`config.mk`:
```
export PLATFORM = sky130hd
export DESIGN_NAME = tt_um_count_display_shivam
export DESIGN_NICKNAME = d
export VERILOG_FILES = /design/src/rtl/count_disp_pkg.sv /design/src/rtl/seg7_decode.sv /design/src/rtl/tt_um_count_display_shivam.sv
export SDC_FILE = /design/constraint.sdc
export NUM_CORES = 1
export LEC_CHECK = 0
export BUFFER_PORTS_ARGS = -buffer_cell sky130_fd_sc_hd__buf_2
export CAP_MARGIN = 0
export CORE_MARGIN = 3
export CORE_UTILIZATION = 52
export CTS_CLUSTER_SIZE = 14
export DETAILED_ROUTE_END_ITERATION = 7
export PLACE_DENSITY = 0.75
export SLEW_MARGIN = 20
export SYNTH_ARGS = -nofsm -noshare
export SYNTH_HDL_FRONTEND = slang
export SYNTH_SLANG_ARGS = --single-unit
export TNS_END_PERCENT = 1
```
`constraint.sdc`:
```
create_clock -name clk -period 1.9 [get_ports clk]
set_input_delay 0.19 -clock clk [delete_from_list [all_inputs] [get_ports clk]]
set_output_delay 0.19 -clock clk [all_outputs]
set_load 0.01 [all_outputs]
```
`src/rtl/count_disp_pkg.sv`:
```
// Shared types and constants for the count display tile: FSM states,
// scan defaults, digit-select codes, blank glyph and the BCD add-3 helper.
package count_disp_pkg;

   typedef enum logic {
      IDLE = 1'b0,
      CONV = 1'b1
   } state_e;

   localparam int unsigned SCAN_DIV_DEFAULT = 1024;

   // Eight shifts are counted 0..7, so three bits are enough.
   localparam int BIT_CNT_W = 3;

   localparam logic [2:0] SEL_D0 = 3'b001;  // units / low nibble
   localparam logic [2:0] SEL_D1 = 3'b010;  // tens / high nibble
   localparam logic [2:0] SEL_D2 = 3'b100;  // hundreds

   localparam logic [6:0] SEG_BLANK = 7'h00;

   // Double-dabble correction: a BCD nibble of 5 or more overflows past 9
   // once shifted, so it is pre-biased by 3 before the shift.
   function automatic logic [3:0] add3(input logic [3:0] nib);
      return (nib >= 4'd5) ? nib + 4'd3 : nib;
   endfunction

endpackage

```
`src/rtl/seg7_decode.sv`:
```
// Hex nibble to common-cathode 7-segment glyph, bit order {g,f,e,d,c,b,a}.
module seg7_decode (
   input  logic [3:0] nibble_i,
   output logic [6:0] seg_o
);

   // Standard glyph table for 0-9 and A, b, C, d, E, F.
   always_comb begin
      unique case (nibble_i)
         4'h0: seg_o = 7'h3F;
         4'h1: seg_o = 7'h06;
         4'h2: seg_o = 7'h5B;
         4'h3: seg_o = 7'h4F;
         4'h4: seg_o = 7'h66;
         4'h5: seg_o = 7'h6D;
         4'h6: seg_o = 7'h7D;
         4'h7: seg_o = 7'h07;
         4'h8: seg_o = 7'h7F;
         4'h9: seg_o = 7'h6F;
         4'hA: seg_o = 7'h77;
         4'hB: seg_o = 7'h7C;
         4'hC: seg_o = 7'h39;
         4'hD: seg_o = 7'h5E;
         4'hE: seg_o = 7'h79;
         default: seg_o = 7'h71;
      endcase
   end

endmodule

```
`src/rtl/tt_um_count_display_shivam.sv`:
```
// Count display tile: samples ui_in on a rising load strobe, converts it to
// BCD with an 8-cycle shift-and-add-3 engine, and scans three multiplexed
// 7-segment digits in decimal or hex. Define COUNT_DISP_LZB_EN to enable
// leading-zero blanking.
module tt_um_count_display_shivam
   import count_disp_pkg::*;
#(
   parameter int unsigned SCAN_DIV = SCAN_DIV_DEFAULT
) (
   input  logic       clk,
   input  logic       rst_n,
   input  logic       ena,
   input  logic [7:0] ui_in,
   input  logic [7:0] uio_in,
   output logic [7:0] uo_out,
   output logic [7:0] uio_out,
   output logic [7:0] uio_oe
);

   localparam logic [15:0] PRESC_MAX = 16'(SCAN_DIV - 1);

   state_e                 state_q, state_d;
   logic                   strb_prev_q;
   logic [7:0]             shift_q, shift_d;
   logic [7:0]             bin_q, bin_d;
   logic [9:0]             bcd_q, bcd_d;
   logic [BIT_CNT_W-1:0]   bit_cnt_q, bit_cnt_d;
   logic [1:0]             hund_q, hund_d;
   logic [3:0]             tens_q, tens_d;
   logic [3:0]             units_q, units_d;
   logic [7:0]             disp_bin_q, disp_bin_d;
   logic [15:0]            presc_q;
   logic [1:0]             digit_idx_q;
   logic [6:0]             seg_q;
   logic [2:0]             sel_q;

   logic       load;
   logic       hex_mode;
   logic [9:0] bcd_adj;
   logic [9:0] bcd_shift;
   logic [3:0] nib;
   logic       blank;
   logic [2:0] sel_d;
   logic [6:0] dec_seg;

   // Enable and the upper uio bits carry no function on this tile.
   logic unused_ok;
   assign unused_ok = &{1'b0, ena, uio_in[7:3]};

   assign hex_mode = uio_in[1];
   assign load     = uio_in[0] & ~strb_prev_q & (state_q == IDLE) & ~uio_in[2];

   // One conversion step: bias each decimal nibble, then shift the next binary bit in.
   assign bcd_adj   = {bcd_q[9:8], add3(bcd_q[7:4]), add3(bcd_q[3:0])};
   assign bcd_shift = {bcd_adj[8:0], shift_q[7]};

   // FSM next state and conversion datapath.
   always_comb begin
      // NOTE: every output gets a default first so no path leaves a latch behind.
      state_d    = state_q;
      shift_d    = shift_q;
      bin_d      = bin_q;
      bcd_d      = bcd_q;
      bit_cnt_d  = bit_cnt_q;
      hund_d     = hund_q;
      tens_d     = tens_q;
      units_d    = units_q;
      disp_bin_d = disp_bin_q;
      unique case (state_q)
         IDLE: begin
            if (load) begin
               shift_d   = ui_in;
               bin_d     = ui_in;
               bcd_d     = '0;
               bit_cnt_d = '0;
               state_d   = CONV;
            end
         end
         CONV: begin
            shift_d   = {shift_q[6:0], 1'b0};
            bcd_d     = bcd_shift;
            bit_cnt_d = bit_cnt_q + 1'b1;
            if (bit_cnt_q == {BIT_CNT_W{1'b1}}) begin
               hund_d     = bcd_shift[9:8];
               tens_d     = bcd_shift[7:4];
               units_d    = bcd_shift[3:0];
               disp_bin_d = bin_q;
               state_d    = IDLE;
            end
         end
         default: state_d = IDLE;
      endcase
   end

   // FSM state, strobe history and conversion registers.
   always_ff @(posedge clk or negedge rst_n) begin
      if (!rst_n) begin
         state_q     <= IDLE;
         strb_prev_q <= 1'b0;
         shift_q     <= '0;
         bin_q       <= '0;
         bcd_q       <= '0;
         bit_cnt_q   <= '0;
         hund_q      <= '0;
         tens_q      <= '0;
         units_q     <= '0;
         disp_bin_q  <= '0;
      end else begin
         // NOTE: non-blocking updates so every register samples pre-edge values.
         state_q     <= state_d;
         strb_prev_q <= uio_in[0];
         shift_q     <= shift_d;
         bin_q       <= bin_d;
         bcd_q       <= bcd_d;
         bit_cnt_q   <= bit_cnt_d;
         hund_q      <= hund_d;
         tens_q      <= tens_d;
         units_q     <= units_d;
         disp_bin_q  <= disp_bin_d;
      end
   end

   // Pick the nibble, blanking and select for the digit currently scanned.
   always_comb begin
      nib   = 4'h0;
      blank = 1'b0;
      sel_d = SEL_D0;
      unique case (digit_idx_q)
         2'd0: begin
            sel_d = SEL_D0;
            nib   = hex_mode ? disp_bin_q[3:0] : units_q;
         end
         2'd1: begin
            sel_d = SEL_D1;
            if (hex_mode) begin
               nib = disp_bin_q[7:4];
`ifdef COUNT_DISP_LZB_EN
               blank = (disp_bin_q[7:4] == 4'h0);
`endif
            end else begin
               nib = tens_q;
`ifdef COUNT_DISP_LZB_EN
               blank = (hund_q == 2'd0) && (tens_q == 4'h0);
`endif
            end
         end
         default: begin
            sel_d = SEL_D2;
            nib   = {2'b00, hund_q};
            if (hex_mode) begin
               blank = 1'b1;
            end else begin
`ifdef COUNT_DISP_LZB_EN
               blank = (hund_q == 2'd0);
`endif
            end
         end
      endcase
   end

   seg7_decode u_dec (
      .nibble_i (nib),
      .seg_o    (dec_seg)
   );

   // Prescaler, digit rotation and the segment/select output register.
   always_ff @(posedge clk or negedge rst_n) begin
      if (!rst_n) begin
         presc_q     <= '0;
         digit_idx_q <= '0;
         seg_q       <= '0;
         sel_q       <= '0;
      end else begin
         if (presc_q == PRESC_MAX) begin
            presc_q     <= '0;
            digit_idx_q <= (digit_idx_q == 2'd2) ? 2'd0 : digit_idx_q + 2'd1;
         end else begin
            presc_q <= presc_q + 16'd1;
         end
         seg_q <= blank ? SEG_BLANK : dec_seg;
         sel_q <= sel_d;
      end
   end

   assign uo_out  = {(state_q == CONV), seg_q};
   assign uio_out = {1'b0, sel_q, 4'b0000};
   assign uio_oe  = 8'b0111_0000;

endmodule
```
==> results.txt, run 1 <==
- Pin count of the biggest net entering global routing: 77
- Once the floorplan was initialized, standard cells occupied 55.4% of the core.
- Multi-input gate area in the final layout: 1660 µm²
- Failing checks: negative setup slack
- Maximum net fanout on the critical path: 8
- Power density of the placed cells: 1360 nW/µm²
- Clock transition at the register clock pins on the worst setup and hold paths after CTS: 0.08 ns
- Across the VDD grid, the largest voltage drop is 0.909 mV.
* TritonCTS clock tree: done
* Post-detailed-route via-to-cell ratio: 5.10
* HPWL after DPL: 4610 µm
- Total global routing overflow: 0
- At the worst endpoint, the arrival time is 2.16 ns.
- Share of synthesized area occupied by flip-flops and latches: 52.3%
- Fillers: 493
- After routing, the total negative slack on setup checks comes to -0.0191 ns.
* Detailed Route WL: 6690 µm
* Final WS setup: -0.0191 ns
* Most used flip-flop cell after synthesis: dfrtp_1
- The number of failing hold endpoints at the final stage is 0.
- Core Area: 6570 µm²
- The Yosys step of the flow raised 0 warnings.
- The first global-routing pass estimated 11100 µm of wire.
- Once layout is complete, the utilization of the core stands at 65.2%.
- Setup slack on the worst reg-to-reg path comes out at -0.02 ns.
* Final weighted congestion of routability-driven global placement: 0.787
- Leading cell type in the layout, fill and taps excluded: nand2_1
* Post-synthesis area per instance: 10.4 µm²
* DIE WIDTH: 89.6 µm
- At the end of the flow, the number of nets in the layout was 428.
* Number of slew-limit violations in the final report: 0
- The initial antenna violation count came to 0.
* Count of max-cap constraint violations: 0
- Count of non-filler cells in the finished layout: 493
- In the final layout, the share of cells above drive strength 1 is 24.8%.
- Port Buf Inserts: 23
* Number of primary I/O pins: 43
- Counting flops and latches in the post-synthesis netlist gives 76.
- In this run, synthesis inferred 0 flip-flops with an integrated enable.
- Buffer type at the clock tree root: clkbuf_8
- Worst r2r src: digit_idx_q[1]
* Drt wl/cell: 13.6 µm
- Area growth, synth to finish: 17.7%
* N_diodes: 0
* DRT antenna net count: 0
* Required time of the critical path: 2.14 ns
* Post-synthesis instance area: 3640 µm²
* Startpoint of the worst hold path: ui_in[2]
* Drt drc: 0
- Leakage dissipation: 2.05 nW
* Most frequent cells in the layout: nand2_1, dfrtp_1, buf_2, buf_4, mux2_2
* Total number of placement rows: 29
* Post-layout total power: 0.00583 W
* Vias in the first global route: 2502
- Tmin final: 1.92 ns
- The number of different library cells used by synthesis comes to 51.
- Timing analysis after detailed placement gives a worst setup slack of -0.113 ns.
- Across all layers, the routed design uses 2512 vias.
- From bottom edge to top edge, the die measures 89.6 µm.
* Ratio of final minimum period to clock period: 101%
- The path class of the tightest hold or removal check is input pin to flop.
* Number of buffers added by the clock tree synthesis step: 9
- Global routing consumed, over all layers together, 18.2% of the routing resources.
* Crit path capture type: flop
- Run status: finished with violations
- Synthesis produced a netlist whose cell count is 351.
- Clock latency on the worst-skew pair, taken at its later pin, is 0.36 ns.
- The worst setup path is of the flop to flop kind.
- For this run, the top clock speed supported by timing is 521 MHz.
- Final-report setup violation count: 1
- Clk buf depth: 2
- The critical path starts at digit_idx_q[1].
- Die ar.: 8030 µm²
* Number of search-and-repair iterations in the first detailed-routing pass: 4
- In this run, the number of DRC markers left after iteration 0 of detailed routing was 125.
- Cells after DPL: 470
- The clock drives 76 sinks.
- Between clock sinks in the finished design, the worst skew comes to 0.00998 ns.
* Critical path launch point type: flop
- After synthesis, the share of flip-flops with an asynchronous set or reset is 100%.
- Unrepaired setup endpoints after global routing: yes
* CTS H-Tree Depth: 3
- Summing all flip-flop and latch instances after layout gives 1900 µm².
==> layer usage <==
| metal | share of wire, % | up-vias | GRT usage, % | wire [µm] |
|---|---|---|---|---|
| met4 | 0.99 | 0 | 4.60 | 66 |
| met2 | 50 | 40 | 30.3 | 3330 |
| met5 | 0 | - | 0 | 0 |
| met3 | 4.5 | 6 | 6.75 | 300 |
| li1 | - | 1259 | - | - |
| met1 | 45 | 1207 | 22.3 | 2990 |
==> stage by stage <==
step,hold slack (ns),cell area (µm²)
2_1_floorplan,-0.106,3690
3_3_place_gp,0.252,3920
3_5_place_dp,0.254,3920
4_1_cts,0.0406,4170
5_1_grt,0.0491,4280
6_report,0.0514,4280
==> power by group <==
part | switching [W] | internal, W
registers | 0.000286 | 0.00211
logic | 0.00110 | 0.00104
clock network | 0.000561 | 0.000733
total | 0.00195 | 0.00388
==> repair_timing <==
item                                    in CTS  in global routing
cloned                                       0                  0
hold endpoints to repair                    77                  0
setup buffers                                1                  5
pin swaps                                    1                  6
endpoints found under the setup margin       3                  5
resized for setup                            7                 14
hold buffers                                 2                  0
==> path summary, 6_finish.rpt <==
kind	end	depth (start not counted)
worst max-delay path	seg_q[3]	7
worst min-delay path	bin_q[2]	3
worst max register to register	seg_q[3]	7
worst min register to register	presc_q[0]	1
max in group asynchronous	digit_idx_q[0]	3
min in group asynchronous	seg_q[3]	3
==> logic make-up after synthesis <==
family | synth area share [%]
buf+inv | 5.78
mux | 7.98
flops | 52.3
simple gates | 17.7
other cells | 0.207
fa+ha+maj | 4.47
compound gates | 7.95
xor+xnor | 3.61
==> synthesized netlist by cell type, types with 2 or more instances <==
cell,number,area (µm²)
xnor2_1,6,52.6
clkbuf_1,9,33.8
conb_1,2,7.51
nand3_1,14,70.1
nor2b_1,2,12.5
inv_1,8,30.0
a21oi_1,6,30.0
a211oi_1,2,15.0
buf_6,2,22.5
o21ai_1,2,10.0
nand2b_1,3,18.8
buf_4,14,105
o22ai_1,10,62.6
nor2_1,11,41.3
and4_1,2,17.5
nor3b_1,4,30.0
buf_2,3,15.0
nand4_1,3,18.8
mux2i_1,8,80.1
ha_1,13,163
a31oi_1,2,12.5
nor3_1,5,25.0
and2_1,2,12.5
mux2_2,15,169
xor2_1,9,78.8
o21ai_0,13,65.1
mux2_4,2,30.0
dfrtp_1,76,1900
nand2_1,77,289
and3_1,5,31.3
==> area by class of cell <==
type	count	area share (%)
Sequential cell	76	44.5
Timing Repair Buffer	51	8.39
Clock inverter	4	1.75
Tap cell	93	2.72
Clock buffer	11	3.07
Multi-Input combinational cell	249	38.8
Inverter	9	0.789
==> state kept, by name, indices dropped and copies added, names as in the netlist, 3 cells and up <==
register / count
seg_q: 7
units_q: 4
shift_q: 8
presc_q: 16
disp_bin_q: 8
bcd_q: 9
sel_q: 3
tens_q: 4
bin_q: 8
bit_cnt_q: 3
==> worst max-delay path: stages, from the launching register on <==
cell     delay [ns]
dfrtp_2        0.45
nor2b_1        0.28
nand2_1        0.13
and3_4         0.22
buf_4          0.13
ha_1           0.30
mux2i_1        0.09
a32o_1         0.21
Power figures use the tool's default switching activity.
==> inputs of run 2 (changes only) <==
--- a/config.mk
+++ b/config.mk
@@ -12,6 +12,7 @@
 export CTS_CLUSTER_SIZE = 14
 export DETAILED_ROUTE_END_ITERATION = 7
 export PLACE_DENSITY = 0.75
+export SKIP_CTS_REPAIR_TIMING = 1
 export SLEW_MARGIN = 20
 export SYNTH_ARGS = -nofsm -noshare
 export SYNTH_HDL_FRONTEND = slang
==> run 2 against run 1 <==
  * The run now ends clean
  * Final cell count decreased by 0.20%
  * Clock power about the same
  * Wire length decreased by 1.3%
  * Maximum frequency increased by 2.6%
  * Sequential power about the same
  * Combinational power about the same
  * Clock skew about the same
  * Critical path type unchanged
==> results.txt, run 2 (same netlist as run 1, synthesis figures left out) <==
- The run finished with clean final reports.
- Cells fill 65.2% of the core in the end.
* Worst clock skew on the final layout: 0.0100 ns
- Number of instances on the worst hold path: 3
- Once the floorplan was initialized, standard cells occupied 55.4% of the core.
- Detailed Route WL: 6610 µm
* Startpoint of the worst hold path: ui_in[2]
- VDD sags by at most 0.911 mV.
- The first routing iteration left 125 violations.
* Critical path launch point type: flop
- The library cell used most frequently in the layout, excluding fill and tap cells, is nand2_1.
* List of cells traversed by the critical path: buf_4 -> mux2_4 -> a22o_4 -> or4_4 -> nand4bb_1
- The number of failing hold endpoints at the final stage is 0.
- Across every metal layer, demand over resource in global routing totals 17.9%.
* Worst-skew pair later-pin latency: 0.36 ns
- N_diodes: 0
- Timing would allow up to 534 MHz.
* Count of non-filler cells in the finished layout: 492
* Cells after DPL: 470
- The initial antenna violation count came to 0.
- Largest delay contributor family on the critical path: simple AND/OR/NAND/NOR gates
- No sink is reached through more buffers than the 2 on the longest clock path.
- Worst min-delay path class: input pin to flop
* Startpoint-to-endpoint class of the critical path: flop to flop
* Most frequent cells in the layout: nand2_1, dfrtp_1, buf_2, buf_4
- The die is 89.6 µm wide.
- Relative to the synthesized area, the layout overhead comes to 17.7%.
* Wire length of the first global-routing pass: 11000 µm
- The first detailed-routing pass ran for 4 iterations.
- The endpoint identified for the worst register-to-register timing path is seg_q[0].
- Number of nets in the final layout: 427
- Die ar.: 8030 µm²
- Worst hold margin: 0.0517 ns
- Vias in the first global route: 2480
* Ratio of final minimum period to clock period: 98.5%
* Endpoint arrival time on the critical path: 2.15 ns
- In this run the clock root is driven by a clkbuf_8.
- The largest registers in the layout are presc_q: 16 flops, bcd_q: 9 flops.
- Clock transition at the register clock pins on the worst setup and hold paths after CTS: 0.08 ns
* Core Area: 6570 µm²
* Total number of placement rows: 29
- Measured in cells, the most critical reg-to-reg path has a length of 5.
- Setup violations remaining at the end of the flow were counted as 0.
* Number of primary I/O pins: 43
* CTS H-Tree Depth: 3
* Delay of the slowest critical-path stage: 0.50 ns
- Measured along the y axis, the die boundary spans 89.6 µm.
* Crit path capture type: flop
- Routability-driven placement finished with a final weighted congestion of 0.787.
- The slowest stage of the critical path belongs to the cell or4_4.
- Pin count of the biggest net entering global routing: 77
* Total global routing overflow: 0
- The number of slew-limit violations in the final report came to 0.
* TritonCTS clock tree: done
- Input and output buffers added on the ports amount to 23.
* Post-detailed-route via-to-cell ratio: 5.10
- Post-layout total power: 0.00583 W
- Power density of the placed cells: 1360 nW/µm²
- Worst reg-to-reg setup slack: 0.03 ns
- Clock net sink count: 76
* Crit path from: digit_idx_q[0]
- The detail route stage leaves a number of antenna-violating nets equal to 0.
- HPWL after DPL: 4610 µm
- The startpoint identified for the worst register-to-register timing path is digit_idx_q[0].
* Register name with the most flops: presc_q
- Final WS setup: 0.0286 ns
- Post-place setup slack: -0.113 ns
- STA puts the critical path data required time at 2.18 ns.
- Min-Delay Endpoint: bin_q[2]
* Crit path buf inv count: 1
- Maximum net fanout on the critical path: 7
- After detailed routing, the number of remaining DRC violations is 0.
- The register with the most flip-flops in the layout has 16 of them.
- Unrepaired setup endpoints after global routing: yes
- In this run the static leakage power is 2.05 nW.
- Max-cap violations in this run came to 0.
* Share of final-layout standard cells stronger than drive strength 1: 24.6%
* Tmin final: 1.87 ns
- Number of buffers added by the clock tree synthesis step: 9
- After detailed routing, the average wire length per cell comes to 13.4 µm.
* Total via count in the routed design: 2511
-- run 2: where the power goes --
part,total [W],switching [W],internal (W)
Clock,0.00130,0.000564,0.000733
Sequential,0.00240,0.000292,0.00211
Combinational,0.00213,0.00110,0.00103
Total,0.00583,0.00196,0.00387
-- run 2: layout make-up --
class / instances / area [µm²]
well taps: 93 / 116
repair buffers: 50 / 348
multi-input cells: 249 / 1670
flip-flops and latches: 76 / 1900
inverters: 9 / 33.8
clock inverters: 4 / 75.1
clock buffers: 11 / 131
fillers: 489 / 2290
-- run 2: metal layers --
layer  track usage [%]  routed length, µm  up-vias  share of wire [%]
met5                 0                  0        -                  0
met4              4.19                 66        0                1.0
met3              6.66                304        6                4.6
met2              30.1               3270       44                 49
met1              21.8               2970     1202                 45
li1                  -                  -     1259                  -
-- run 2: worst register-to-register path, cell delays in order (launching register included) --
cell	delay, ns
dfrtp_2	0.46
buf_4	0.15
mux2_4	0.31
a22o_4	0.28
or4_4	0.50
nand4bb_1	0.11
-- run 2: worst max-delay path by stage --
stage | cells past startpoint | endpoint
2_1_floorplan | 7 | seg_q[6]
3_5_place_dp | 7 | seg_q[6]
5_1_grt | 8 | seg_q[6]
4_1_cts | 6 | seg_q[6]
6_report | 5 | seg_q[0]
3_3_place_gp | 6 | seg_q[6]
-- run 2: per-stage QoR --
step	cell area, µm²	TNS, ns
detailed placement	3920	-0.212
CTS	4120	-0.233
global placement	3920	-0.0905
floorplan	3690	0
finish	4280	0
global route	4280	-0.0511
==> inputs of run 3 (changes only) <==
--- a/config.mk
+++ b/config.mk
@@ -7,6 +7,7 @@
 export LEC_CHECK = 0
 export BUFFER_PORTS_ARGS = -buffer_cell sky130_fd_sc_hd__buf_2
 export CAP_MARGIN = 0
+export CORE_ASPECT_RATIO = 1.2
 export CORE_MARGIN = 3
 export CORE_UTILIZATION = 52
 export CTS_CLUSTER_SIZE = 14
==> run 3 against run 2 <==
  * Clock-buffer cell count unchanged
  * Clock skew fell by 0.0024 ns
  * Sequential cell count unchanged
  * Wire length grew 0.85%
  * Register-to-register slack worse by 0.03 ns
  * Critical endpoint unchanged
  * Highest routed layer unchanged
==> results.txt, run 3 (same netlist as run 1, synthesis figures left out) <==
- Largest registers ranked by flip-flop count: presc_q: 16 flops, bcd_q: 9 flops
- Final-report setup violation count: 0
- Die ar.: 8040 µm²
- The initial antenna violation count came to 0.
- Max-cap violations in this run came to 0.
* Number of search-and-repair iterations in the first detailed-routing pass: 4
- Required time of the critical path: 2.18 ns
- Leading cell type in the layout, fill and taps excluded: nand2_1
* Post-detailed-route via-to-cell ratio: 5.31
* Crit path capture type: flop
* Ratio of final minimum period to clock period: 100%
* Number of primary I/O pins: 43
- Worst reg-to-reg setup slack: 0.0003 ns
- Startpoint of the worst hold path: ui_in[4]
- Worst-skew pair later-pin latency: 0.35 ns
- Counting flops per register, the top entry is presc_q.
- Number of instances on the worst hold path: 3
- Critical path launch point type: flop
- Power density of the placed cells: 1390 nW/µm²
- Normalized max-slew margin: 65.4%
- On the final layout, the worst clock skew is 0.00767 ns.
- Most frequent cells in the layout: nand2_1, dfrtp_1, buf_2
* Flip-flop count of the largest register, all copies and words added: 16
- N_diodes: 0
* Worst hold margin: 0.0508 ns
- CTS H-Tree Depth: 3
- HPWL after DPL: 4590 µm
* Drt wl/cell: 13.9 µm
* Run status: completed
* Endpoint arrival time on the critical path: 2.18 ns
- Timing would allow up to 526 MHz.
* Unrepaired setup endpoints after global routing: yes
- For this design the static power due to leakage is 2.01 nW.
- VDD sags by at most 0.776 mV.
* Number of slew-limit violations in the final report: 0
- Measured along the x axis, the die boundary spans 82.3 µm.
- The endpoint identified for the worst register-to-register timing path is seg_q[0].
- Area growth, synth to finish: 15.1%
* DRT antenna net count: 0
* Y dimension of the die: 97.6 µm
* Number of nets in the final layout: 421
- The number of global-route vias before repair came to 2582.
- For this block, the routed nets add up to 6660 µm of wire.
- In the final timing run, aggregate negative setup slack is 0 ns.
* Port Buf Inserts: 23
* Worst r2r src: digit_idx_q[0]
- In the global route stage, overall resource usage came out at 17.9%.
- Of all nets on the critical path, the largest fanout is 7.
- Buffer type at the clock tree root: clkbuf_8
- TritonCTS clock tree: done
- Share of final-layout standard cells stronger than drive strength 1: 23.4%
- The worst register-to-register path has a depth of 7.
- Fillers: 539
- The worst hold path terminates at bin_q[4].
- Entering global routing, the biggest net connects 77 pins.
* Worst min-delay path class: input pin to flop
- The final route contains 2540 vias.
- Clock net sink count: 76
* Initial cell density of the core: 55.0%
- Transition time at the pin with the least slew margin: 0.518 ns
- Wire length of the first global-routing pass: 11200 µm
* Final design instance area without fill: 4190 µm²
* Final standard cell utilization of the core: 63.4%
- Drt drc: 0
- The worst path needs 1.90 ns of the cycle, external delays included.
- Summing all placed instances gives a cell area of 3870 µm².
* Total global routing overflow: 0
* Clk buf depth: 2
* Core Area: 6610 µm²
- Total number of placement rows: 32
* Number of buffers added by the clock tree synthesis step: 9
* DRC violation total after the first TritonRoute iteration: 59
- The critical path in this run is classified as flop to flop.
* Final weighted congestion of routability-driven global placement: 0.843
- Clock transition at the register clock pins on the worst setup and hold paths after CTS: 0.08 ns
- Hold violation total from the final report: 0
-- run 3: area by class of cell --
class                   count  area [µm²]  share of cell area, %
repair buffers             44         290                   6.94
inverters                   9        33.8                  0.807
clock inverters             4        72.6                   1.73
flip-flops and latches     76        1900                   45.5
multi-input cells         249        1630                   38.9
well taps                  85         106                   2.54
clock buffers              11         151                   3.62
-- run 3: layer usage --
| metal | routed length (µm) | vias to the layer above | track usage, % |
|---|---|---|---|
| met1 | 2890 | 1246 | 21.8 |
| met4 | 125 | 0 | 8.06 |
| met5 | 0 | - | 0 |
| met2 | 3420 | 34 | 29.3 |
| li1 | - | 1252 | - |
| met3 | 232 | 8 | 4.17 |
-- run 3: worst max path at each step --
stage	startpoint	to	slack, ns	depth (start not counted)
6_report	digit_idx_q[0]	seg_q[0]	0.0003	7
3_5_place_dp	digit_idx_q[0]	seg_q[0]	-0.11	7
3_3_place_gp	digit_idx_q[0]	seg_q[0]	-0.02	7
2_1_floorplan	digit_idx_q[0]	seg_q[6]	0.02	7
5_1_grt	digit_idx_q[0]	seg_q[3]	-0.05	7
4_1_cts	digit_idx_q[0]	seg_q[0]	-0.13	7
-- run 3: power breakdown --
part           total, W  switching [W]  internal, W
combinational   0.00201        0.00106     0.000952
clock           0.00139       0.000589     0.000802
sequential      0.00240       0.000295      0.00211
-- run 3: stage by stage --
| step | total power (W) | setup WS, ns | std cells |
|---|---|---|---|
| 2_1_floorplan | 0.00378 | 0.0195 | 362 |
| 3_3_place_gp | 0.00423 | -0.0214 | 459 |
| 3_5_place_dp | 0.00434 | -0.109 | 459 |
| 4_1_cts | 0.00573 | -0.133 | 474 |
| 5_1_grt | 0.00623 | -0.0471 | 478 |
| 6_report | 0.00580 | 0.000321 | 478 |
-- run 3: worst max-delay path, cell delays in order (launching register included) --
cell,delay [ns]
dfrtp_2,0.48
mux2i_2,0.20
nand2_1,0.11
and3_4,0.21
inv_2,0.05
ha_4,0.16
or4_4,0.52
nand4bb_1,0.11
